## config.mk

```make
export PLATFORM = sky130hd
export DESIGN_NAME = lcd_controller
export DESIGN_NICKNAME = d
export VERILOG_FILES = /design/src/rtl/lcd_controller.sv
export SDC_FILE = /design/constraint.sdc
export NUM_CORES = 1
export LEC_CHECK = 0
export CORE_MARGIN = 2
export CORE_UTILIZATION = 54
export CTS_CLUSTER_DIAMETER = 30
export DETAILED_ROUTE_END_ITERATION = 8
export GPL_TIMING_DRIVEN = 0
export PLACE_DENSITY_LB_ADDON = 0.3
export SLEW_MARGIN = 20
export SYNTH_ARGS = -nofsm -noshare
export SYNTH_HDL_FRONTEND = slang
export SYNTH_SLANG_ARGS = --single-unit
export TNS_END_PERCENT = 1
```

## constraint.sdc

```tcl
create_clock -name clk -period 2.5 [get_ports clk]
set_input_delay 0.25 -clock clk [delete_from_list [all_inputs] [get_ports clk]]
set_output_delay 0.25 -clock clk [all_outputs]
set_load 0.005 [all_outputs]
```

## src/rtl/lcd_controller.sv

```systemverilog
// Write-only HD44780 sequencer: runs the power-on init on its own, then writes one
// command/data byte per valid/ready handshake with counter-timed setup, E pulse, hold and wait.
module lcd_controller #(
    parameter int SETUP_CYCLES     = 2,
    parameter int PULSE_CYCLES     = 12,
    parameter int HOLD_CYCLES      = 2,
    parameter int CMD_WAIT_CYCLES  = 2000,
    parameter int SLOW_WAIT_CYCLES = 82000,
    parameter int POWERON_CYCLES   = 750000
) (
    input  logic       clk,
    input  logic       rst,
    input  logic       req_valid,
    output logic       req_ready,
    input  logic       req_rs,
    input  logic [7:0] req_data,
    output logic       init_done,
    output logic       lcd_rs,
    output logic       lcd_rw,
    output logic       lcd_e,
    output logic [7:0] lcd_data
);

    function automatic int max2(input int a, input int b);
        return (a > b) ? a : b;
    endfunction

    localparam int MAX_CYC = max2(max2(max2(SETUP_CYCLES, PULSE_CYCLES), max2(HOLD_CYCLES, CMD_WAIT_CYCLES)),
                                  max2(SLOW_WAIT_CYCLES, POWERON_CYCLES));
    // Counters run from duration-1 down to zero, so $clog2(MAX_CYC) bits suffice.
    localparam int CNT_W = (MAX_CYC > 1) ? $clog2(MAX_CYC) : 1;

    typedef enum logic [2:0] {
        ST_POWERON,
        ST_IDLE,
        ST_SETUP,
        ST_PULSE,
        ST_HOLD,
        ST_WAIT
    } state_t;

    function automatic logic [7:0] init_rom(input logic [1:0] idx);
        case (idx)
            2'd0:    return 8'h38;
            2'd1:    return 8'h0C;
            2'd2:    return 8'h01;
            default: return 8'h06;
        endcase
    endfunction

    state_t           state, state_n;
    logic [CNT_W-1:0] cnt, cnt_n;
    logic [1:0]       init_idx, idx_n;
    logic             rs_n, e_n, done_n, ready_n;
    logic [7:0]       data_n;

    logic cnt_zero, accept, slow_cmd, init_last;

    assign cnt_zero  = (cnt == '0);
    assign accept    = req_valid && req_ready;
    assign slow_cmd  = !lcd_rs && (lcd_data >= 8'h01) && (lcd_data <= 8'h03);
    assign init_last = (init_idx == 2'd3);
    assign lcd_rw    = 1'b0;

    always_ff @(posedge clk or posedge rst) begin
        if (rst) begin
            state     <= ST_POWERON;
            cnt       <= CNT_W'(POWERON_CYCLES - 1);
            init_idx  <= 2'd0;
            init_done <= 1'b0;
            req_ready <= 1'b0;
            lcd_rs    <= 1'b0;
            lcd_e     <= 1'b0;
            lcd_data  <= 8'h00;
        end else begin
            state     <= state_n;
            cnt       <= cnt_n;
            init_idx  <= idx_n;
            init_done <= done_n;
            req_ready <= ready_n;
            lcd_rs    <= rs_n;
            lcd_e     <= e_n;
            lcd_data  <= data_n;
        end
    end

    always_comb begin
        state_n = state;
        cnt_n   = cnt_zero ? cnt : cnt - CNT_W'(1);
        idx_n   = init_idx;
        case (state)
            ST_POWERON: if (cnt_zero) begin
                state_n = ST_SETUP;
                cnt_n   = CNT_W'(SETUP_CYCLES - 1);
                idx_n   = 2'd0;
            end
            ST_IDLE: if (accept) begin
                state_n = ST_SETUP;
                cnt_n   = CNT_W'(SETUP_CYCLES - 1);
            end
            ST_SETUP: if (cnt_zero) begin
                state_n = ST_PULSE;
                cnt_n   = CNT_W'(PULSE_CYCLES - 1);
            end
            ST_PULSE: if (cnt_zero) begin
                state_n = ST_HOLD;
                cnt_n   = CNT_W'(HOLD_CYCLES - 1);
            end
            ST_HOLD: if (cnt_zero) begin
                state_n = ST_WAIT;
                cnt_n   = slow_cmd ? CNT_W'(SLOW_WAIT_CYCLES - 1) : CNT_W'(CMD_WAIT_CYCLES - 1);
            end
            ST_WAIT: if (cnt_zero) begin
                if (!init_done && !init_last) begin
                    state_n = ST_SETUP;
                    cnt_n   = CNT_W'(SETUP_CYCLES - 1);
                    idx_n   = init_idx + 2'd1;
                end else begin
                    state_n = ST_IDLE;
                    cnt_n   = '0;
                end
            end
            default: begin
                state_n = ST_POWERON;
                cnt_n   = CNT_W'(POWERON_CYCLES - 1);
                idx_n   = 2'd0;
            end
        endcase
    end

    // Output values are computed here and registered alongside the state.
    always_comb begin
        rs_n    = lcd_rs;
        data_n  = lcd_data;
        done_n  = init_done;
        if (cnt_zero && (state == ST_POWERON || (state == ST_WAIT && !init_done && !init_last))) begin
            rs_n   = 1'b0;
            data_n = init_rom(idx_n);
        end else if (state == ST_IDLE && accept) begin
            rs_n   = req_rs;
            data_n = req_data;
        end
        if (state == ST_WAIT && cnt_zero && !init_done && init_last)
            done_n = 1'b1;
        e_n     = (state_n == ST_PULSE);
        ready_n = (state_n == ST_IDLE) && done_n;
    end

endmodule

```

# Word level (Yosys, flattened, before mapping)
# Index checks and enable logic that the tools add are counted.
# totals
reg_bits,37
output_inout_bits,13
elab_cells,71
# classes
add_sub_neg,2
order_cmp,2
eq_ne,10
muxes,27
n_reduce_logical,22
# ops
cell,n
20-bit two-way mux,6
20-bit one-hot mux with 5 select lines,1
20-bit logical NOT,1
"20-bit by 1-bit subtractor with 20-bit output, second input constant",1
3-bit two-way mux,6
3-bit one-hot mux with 6 select lines,1
6-bit one-hot mux with 3 select lines,1
17-bit two-way mux,1
8-bit two-way mux,2
1-bit logical AND,12
"3-bit by 2-bit equality test with 1-bit output, second input constant",3
"8-bit by 1-bit >= comparator with 1-bit output, second input constant",1
"8-bit by 2-bit <= comparator with 1-bit output, second input constant",1
2-bit two-way mux,4
"3-bit by 1-bit equality test with 1-bit output, second input constant",2
"3-bit equality test, second input constant",2
2-bit one-hot mux with 3 select lines,1
"2-bit equality test, second input constant",2
1-bit two-way mux,4
4-bit OR reduction,1
1-bit logical NOT,3
3-bit logical NOT,1
"2-bit by 1-bit adder with 2-bit output, second input constant",1
"2-bit by 1-bit equality test with 1-bit output, second input constant",1
4 further kinds,4

# Depth between registers and ports, before layout
# Gate-level depths: netlist of the first run.
# depth
ltp_word,9
depth_mapped,11
depth_no_buf,11

# Worst setup path after synthesis of the first run
# No wires, ideal clock.
# synth_timing
path_kind,register -> register
start,register cnt[0]
end,register cnt[0]
arrival_time_ps,1821
required_ps,2415
setup_slack_ps,594
path_stages_with_launch,12
path_buffers,0
period_less_slack_ps,1906
path_cell_list,dfstp_2 inv_1 ha_1 nand3_2 nor2_4 inv_2 ha_1 inv_1 o21ai_0 o21ai_0 a311oi_1 nand2_1
# synth_between
elab_chain_cells,4
elab_cells_between_ends,9
# synth_rtl
item,line_no,rtl
from (decl),52,"logic [CNT_W-1:0] cnt, cnt_n;"
from (signal assigned),68,cnt <= CNT_W'(POWERON_CYCLES - 1);
from (signal assigned),77,cnt <= cnt_n;
20-bit by 1-bit subtractor with 20-bit output or 20-bit logical NOT (tied branches),"89, 59",
20-bit two-way mux,89,cnt_n = cnt_zero ? cnt : cnt - CNT_W'(1);
"20-bit two-way mux, on equally long branches",--,
20-bit one-hot mux with 5 select lines *,91,case (state)
via cnt_n[0],52,
# The timed path passes the listed nets; every way through them passes the cells marked *.
# A chain may end at the register's enable or synchronous reset.

# Final worst setup path of the first run
# layout_timing
start,register cnt[0]
end,register cnt[3]
# The elaborated chain is that of the path after synthesis.

==> results of run 1 <==
[report_power, final]
part	total, mW	leakage, nW	switching (mW)	internal [mW]
clock network	0.548	0.0585	0.223	0.325
registers	0.599	0.431	0	0.599
logic	0.0306	0.558	0.0144	0.0161
total	1.18	1.05	0.237	0.941
[cell families (layout without fill, tap and decap cells)]
family / Yosys count / after routing / share of synthesized area [%]
buffers and inverters: 25 / 56 / 5.188
other: 1 / 1 / 0.1524
adders and majority gates: 4 / 4 / 2.035
xor gates and xnor gates: 14 / 14 / 4.985
and+or+nand+nor: 99 / 99 / 24.62
AOI/OAI and AO/OA: 82 / 82 / 24.26
DFF: 37 / 37 / 38.30
muxes: 1 / 1 / 0.4577
[placed cells by master (no fill, tap or decap), drive strengths merged, types with 7 or more instances in the layout]
master,n
nor4,7
dfstp,13
xor2,13
clkdlybuf4s50,23
o21ai,28
inv,9
dfrtp,24
a21oi,11
nand3,9
nor3,12
nor2,22
buf,12
clkbuf,11
nand2,21
[layout make-up]
cell class	count	area [µm²]
buffer	16	93.84
multi-input combinational	201	1390
clock inverter	1	30.03
sequential	37	942.2
clock buffer	7	86.33
timing repair buffer	23	230.2
inverter	9	33.78
tap	52	65.06
fill	363	1513
[registers in the layout, indices dropped and copies added (netlist names)]
| signal | count |
|---|---|
| cnt | 20 |
| lcd_rs | 1 |
| lcd_data | 8 |
| init_done | 1 |
| state | 3 |
| req_ready | 1 |
| lcd_e | 1 |
| init_idx | 2 |
[layer usage]
layer	routed length (µm)	vias to the layer above	track usage (%)	part of all wire, %
met5	0	-	0	0
met4	114	0	11.11	1.9
met3	389	14	5.345	6.3
met2	2899	111	39.09	47
met1	2741	1091	32.79	45
li1	-	1048	-	-
[worst max-delay path: stages, from the launching register on]
cell	delay, ns
sky130_fd_sc_hd__dfstp_2	0.55
sky130_fd_sc_hd__inv_1	0.07
sky130_fd_sc_hd__ha_1	0.24
sky130_fd_sc_hd__nand3_2	0.24
sky130_fd_sc_hd__clkbuf_1	0.42
sky130_fd_sc_hd__nor3_1	0.13
sky130_fd_sc_hd__a2111oi_0	0.40
sky130_fd_sc_hd__o22ai_1	0.15
[path summary, 6_finish.rpt]
| check | start | endpoint | slack (ns) | cells after the start |
|---|---|---|---|---|
| setup / recovery | cnt[0] | cnt[3] | 0.18 | 7 |
| hold / removal | rst | cnt[10] | 0.40 | 2 |
| setup reg to reg | cnt[0] | cnt[3] | 0.18 | 7 |
| hold reg to reg | lcd_data[3] | lcd_data[3] | 0.54 | 2 |
| max in group asynchronous | rst | cnt[18] | 1.61 | 2 |
| min in group clk | req_data[7] | lcd_data[7] | 0.50 | 3 |
==> flow_summary.toml, run 1 <==
[placed_design]
dp.final_hpwl_mm = 4.366
place_worst_setup_slack_ns = 0.2401
post_dp_cell_area_um2 = 2755
placed_cells = 338
numPortBuffers = 23
place.gp.congestion = 0.9683

[layout]
area_overhead_vs_synth_pct = 16.73
layoutNonFillerInstCount = 346
final_core_utilization_pct = 65.50
nNetsFinal = 309
layout.cell_area.non_filler_um2 = 2872
insertedDiodeCount = 0
final_layout_size_suffix_gt1_share_pct = 19.39

[drt]
finalWirelength_mm = 6.144
via_count = 2264
drc = 0
routed_wire_length_per_instance_um = 17.76
antenna_left = 0
detail_route.vias_per_cell = 6.543
drt_first_iter_violations = 137
detail_route.first_pass.iterations = 5

[timing]
finalClockSkew_ns = 0.009444
hold_viol_final = 0
setup_repair_after_global_routing_missed_its_margin = "no"
layout_setup_ws_ns = 0.1810
fmaxAchievable_ghz = 0.4312
finalWorstPathRequiredPeriod_ns = 2.319
tightest_pin_transition_ns = 0.7609
setup_viol_count_final = 0
post-route-period-util_pct = 92.76
finalSetupTns_ns = 0
report.final.slew_viol_count = 0
finalHoldWorstSlack_ns = 0.4039
timing.max_slew.rel_slack_pct = 49.20

[worst_hold_path]
worst_hold_path_class = "in2async"

[global_routing]
grt_first_pass_wirelength_mm = 9.887
pin_count_of_the_biggest_net_entering_global_routing = 38
grt_overflow_total = 0
grt_pass1_vias = 2157
initial_antenna_violation_count = 0
track_usage_pct = 24.76

[floorplanning]
dieHeight_um = 71.49
core_area_um2 = 4384
start_util_pct = 56.11
design.portCount = 25
die_area_um2 = 5111
die_width_um = 71.49
rows = 24

[setup_path]
path_max_fanout = 10
critical_path_class = "reg2reg"
critPathCaptureType = "flip-flop"
worst_setup_start_kind = "flip-flop"
arrival_time_of_the_worst_setup_path_ns = 2.52
critical_path_required_ns = 2.70

[logic_synthesis]
synth_sequential_area_ratio_pct = 38.30
synthesis.area_um2 = 2460
yosys_most_used_dff = "sky130_fd_sc_hd__dfrtp_1"
yosys_warnings = 0
ys_types = 66
post-synth-top-area-cell = "sky130_fd_sc_hd__dfrtp_1"
synth_nets = 279
ys_seq_elements = 37
synthTopCellsByCount = "sky130_fd_sc_hd__dfrtp_1, sky130_fd_sc_hd__nand2_1, sky130_fd_sc_hd__nor2_1"
post-synth-top-area-fraction_pct = 24.42
postSynthCellCount = 263
synth_edf_count = 0
avgSynthCellArea_um2 = 9.353
synth-async-reset-ratio_pct = 100.0
synthTopCellsByArea = "sky130_fd_sc_hd__dfrtp_1, sky130_fd_sc_hd__dfstp_2, sky130_fd_sc_hd__xor2_1"
yosysMostFrequentCell = "sky130_fd_sc_hd__dfrtp_1"

[cts]
tritoncts = "done"
cts-root-buf = "sky130_fd_sc_hd__clkbuf_8"
clockBufferDepth = 2
cts.sink_count = 37
source_to_sink_clock_delay_at_the_later_pin_of_the_worst_skew_pair_ns = 0.30
cts.reportedPaths.clkPinSlew_ns = 0.08
cts_hold_repair.buffers = 0
total_of_cells_resized_after_clock_tree_synthesis = 0
total_cts_buffers = 5
cts_htree_levels = 2
post_cts.repair.setup_buffers = 0

[run_status]
status = "completed"

[power]
leakagePower_nw = 1.048
fin_total_pwr_mw = 1.178
cellPowerDensity_nw_per_um2 = 410.2
vdd.ir_drop.worst_mv = 0.2834

[job]
cap_viol_max_count = 0
(Power assumes the default switching activity.)
==> run 2, diff against run 1 <==
--- a/config.mk
+++ b/config.mk
@@ -10,7 +10,9 @@
 export CTS_CLUSTER_DIAMETER = 30
 export DETAILED_ROUTE_END_ITERATION = 8
 export GPL_TIMING_DRIVEN = 0
+export MAX_ROUTING_LAYER = met4
 export PLACE_DENSITY_LB_ADDON = 0.3
+export SETUP_SLACK_MARGIN = 0.05
 export SLEW_MARGIN = 20
 export SYNTH_ARGS = -nofsm -noshare
 export SYNTH_HDL_FRONTEND = slang
==> run 2 against run 1 <==
Highest routed layer unchanged. Global-route usage rose by 1.0 points. Design area down 0.91%. Utilization decreased by 0.60 points. Largest power group unchanged. Maximum frequency decreased by 0.25%. Via count is 1.2% lower. Total power fell by 9.8%. Clock skew down 0.0014 ns.
==> flow_summary.toml, run 2 (synthesized netlist as in run 1, its figures left out) <==
[setup_path]
path_max_fanout = 10
arrival_time_of_the_worst_setup_path_ns = 2.52
critical_path_required_ns = 2.69
critPathCaptureType = "flip-flop"
critical_path_class = "reg2reg"
worst_setup_start_kind = "flip-flop"

[placed_design]
place.gp.congestion = 0.9798
place_worst_setup_slack_ns = 0.2602
dp.final_hpwl_mm = 4.310
post_dp_cell_area_um2 = 2755
placed_cells = 338
numPortBuffers = 23

[timing]
fmaxAchievable_ghz = 0.4301
finalSetupTns_ns = 0
layout_setup_ws_ns = 0.1750
timing.max_slew.rel_slack_pct = 48.58
hold_viol_final = 0
finalClockSkew_ns = 0.008003
setup_repair_after_global_routing_missed_its_margin = "no"
report.final.slew_viol_count = 0
tightest_pin_transition_ns = 0.7701
post-route-period-util_pct = 93.00
setup_viol_count_final = 0
finalWorstPathRequiredPeriod_ns = 2.325

[cts]
total_of_cells_resized_after_clock_tree_synthesis = 0
source_to_sink_clock_delay_at_the_later_pin_of_the_worst_skew_pair_ns = 0.29
tritoncts = "done"
cts.reportedPaths.clkPinSlew_ns = 0.07
total_cts_buffers = 5
clockBufferDepth = 2
cts-root-buf = "sky130_fd_sc_hd__clkbuf_8"
post_cts.repair.setup_buffers = 0
cts_htree_levels = 2
cts.sink_count = 37
cts_hold_repair.buffers = 0

[layout]
final_layout_size_suffix_gt1_share_pct = 19.05
biggestRegsByFlops = "cnt (20), lcd_data (8), state (3)"
nNetsFinal = 309
largest_reg_flops = 20
layoutNonFillerInstCount = 346
regMostFlops = "cnt"
commonest_non_fill_non_tap_cell_in_the_layout = "sky130_fd_sc_hd__dfrtp_1"
most-common-layout-cells = "sky130_fd_sc_hd__dfrtp_1, sky130_fd_sc_hd__clkdlybuf4s50_1, sky130_fd_sc_hd__nand2_1, sky130_fd_sc_hd__nor2_1, sky130_fd_sc_hd__o21ai_1"
area_overhead_vs_synth_pct = 15.67
layout.cell_area.non_filler_um2 = 2845
num-fill-cells = 374
insertedDiodeCount = 0

[drt]
finalWirelength_mm = 6.106
drt_first_iter_violations = 235
antenna_left = 0
routed_wire_length_per_instance_um = 17.65
drc = 0
detail_route.vias_per_cell = 6.465
via_count = 2237
detail_route.first_pass.iterations = 4

[floorplanning]
design.portCount = 25
core_area_um2 = 4384
start_util_pct = 56.11
die_width_um = 71.49
rows = 24
dieHeight_um = 71.49
die_area_um2 = 5111

[power]
seq_power_share_pct = 56.4
clock_power_share_pct = 40.7
comb_power_share_pct = 2.9
vdd.ir_drop.worst_mv = 0.1981
internal_power_uw = 840.4
fin_total_pwr_mw = 1.063
cellPowerDensity_nw_per_um2 = 373.5
total_switching_power_uw = 222.4
leakagePower_nw = 1.035
switching_share_pct = 20.92

[global_routing]
pin_count_of_the_biggest_net_entering_global_routing = 38
track_usage_pct = 25.77
grt_first_pass_wirelength_mm = 10.07
initial_antenna_violation_count = 0
grt_overflow_total = 0
grt_pass1_vias = 2009

[worst_hold_path]
worst_hold_path_class = "in2async"

[job]
cap_viol_max_count = 0

[run_status]
status = "completed"
==> run 2: cell count changes in the layout (fill, tap and decap cells not counted), sizes merged <==
cell / delta
clkbuf: +1
bufinv: -1
==> run 2: worst max-delay path, stage by stage (launching register included) <==
cell	delay, ns
sky130_fd_sc_hd__dfstp_2	0.55
sky130_fd_sc_hd__inv_1	0.08
sky130_fd_sc_hd__ha_1	0.23
sky130_fd_sc_hd__nand3_2	0.23
sky130_fd_sc_hd__clkbuf_1	0.43
sky130_fd_sc_hd__nor3_1	0.13
sky130_fd_sc_hd__a2111oi_0	0.40
sky130_fd_sc_hd__o22ai_1	0.18
==> run 2: routing by layer <==
layer / track usage, % / wire length [µm] / vias up
met1: 35.96 / 2783 / 1070
li1: - / - / 1047
met3: 5.063 / 412 / 16
met2: 37.65 / 2796 / 104
met5: - / 0 / -
met4: 8.805 / 113 / 0
==> run 2: stage by stage <==
stage                     util [%]  hold WS (ns)
after floorplan                  -        0.3668
after global placement       62.84        0.5218
after detailed placement     62.84        0.5400
after CTS                    64.90        0.4467
after global routing         64.90        0.4997
final                        64.90        0.4230
==> run 2: area by class of cell <==
type                    instances  area (µm²)  area share (%)
multi-input cells             201        1390           48.86
flip-flops and latches         37       942.2           33.11
clock buffers                   8       90.09           3.166
well taps                      52       65.06           2.287
repair buffers                 23       230.2           8.091
inverters                       9       33.78           1.187
plain buffers                  16       93.84           3.298
==> run 2: path summary, 6_finish.rpt <==
path | startpoint | to | slack [ns] | cells after the start
max in group asynchronous | rst | lcd_data[4] | 1.59 | 2
worst max register to register | cnt[0] | cnt[3] | 0.18 | 7
worst max-delay path | cnt[0] | cnt[3] | 0.18 | 7
min in group clk | req_data[6] | lcd_data[6] | 0.52 | 3
worst min register to register | lcd_data[3] | lcd_data[3] | 0.54 | 2
worst min-delay path | rst | lcd_data[6] | 0.42 | 2
==> run 2: power by group through the flow <==
stage          clock network, mW  logic (mW)  registers [mW]
6_report                   0.433      0.0307           0.599
5_1_grt                    0.472      0.0346           0.599
4_1_cts                    0.445      0.0318           0.599
3_5_place_dp                   0      0.0313           0.610
3_3_place_gp                   0      0.0310           0.610
2_1_floorplan                  0      0.0102           0.610
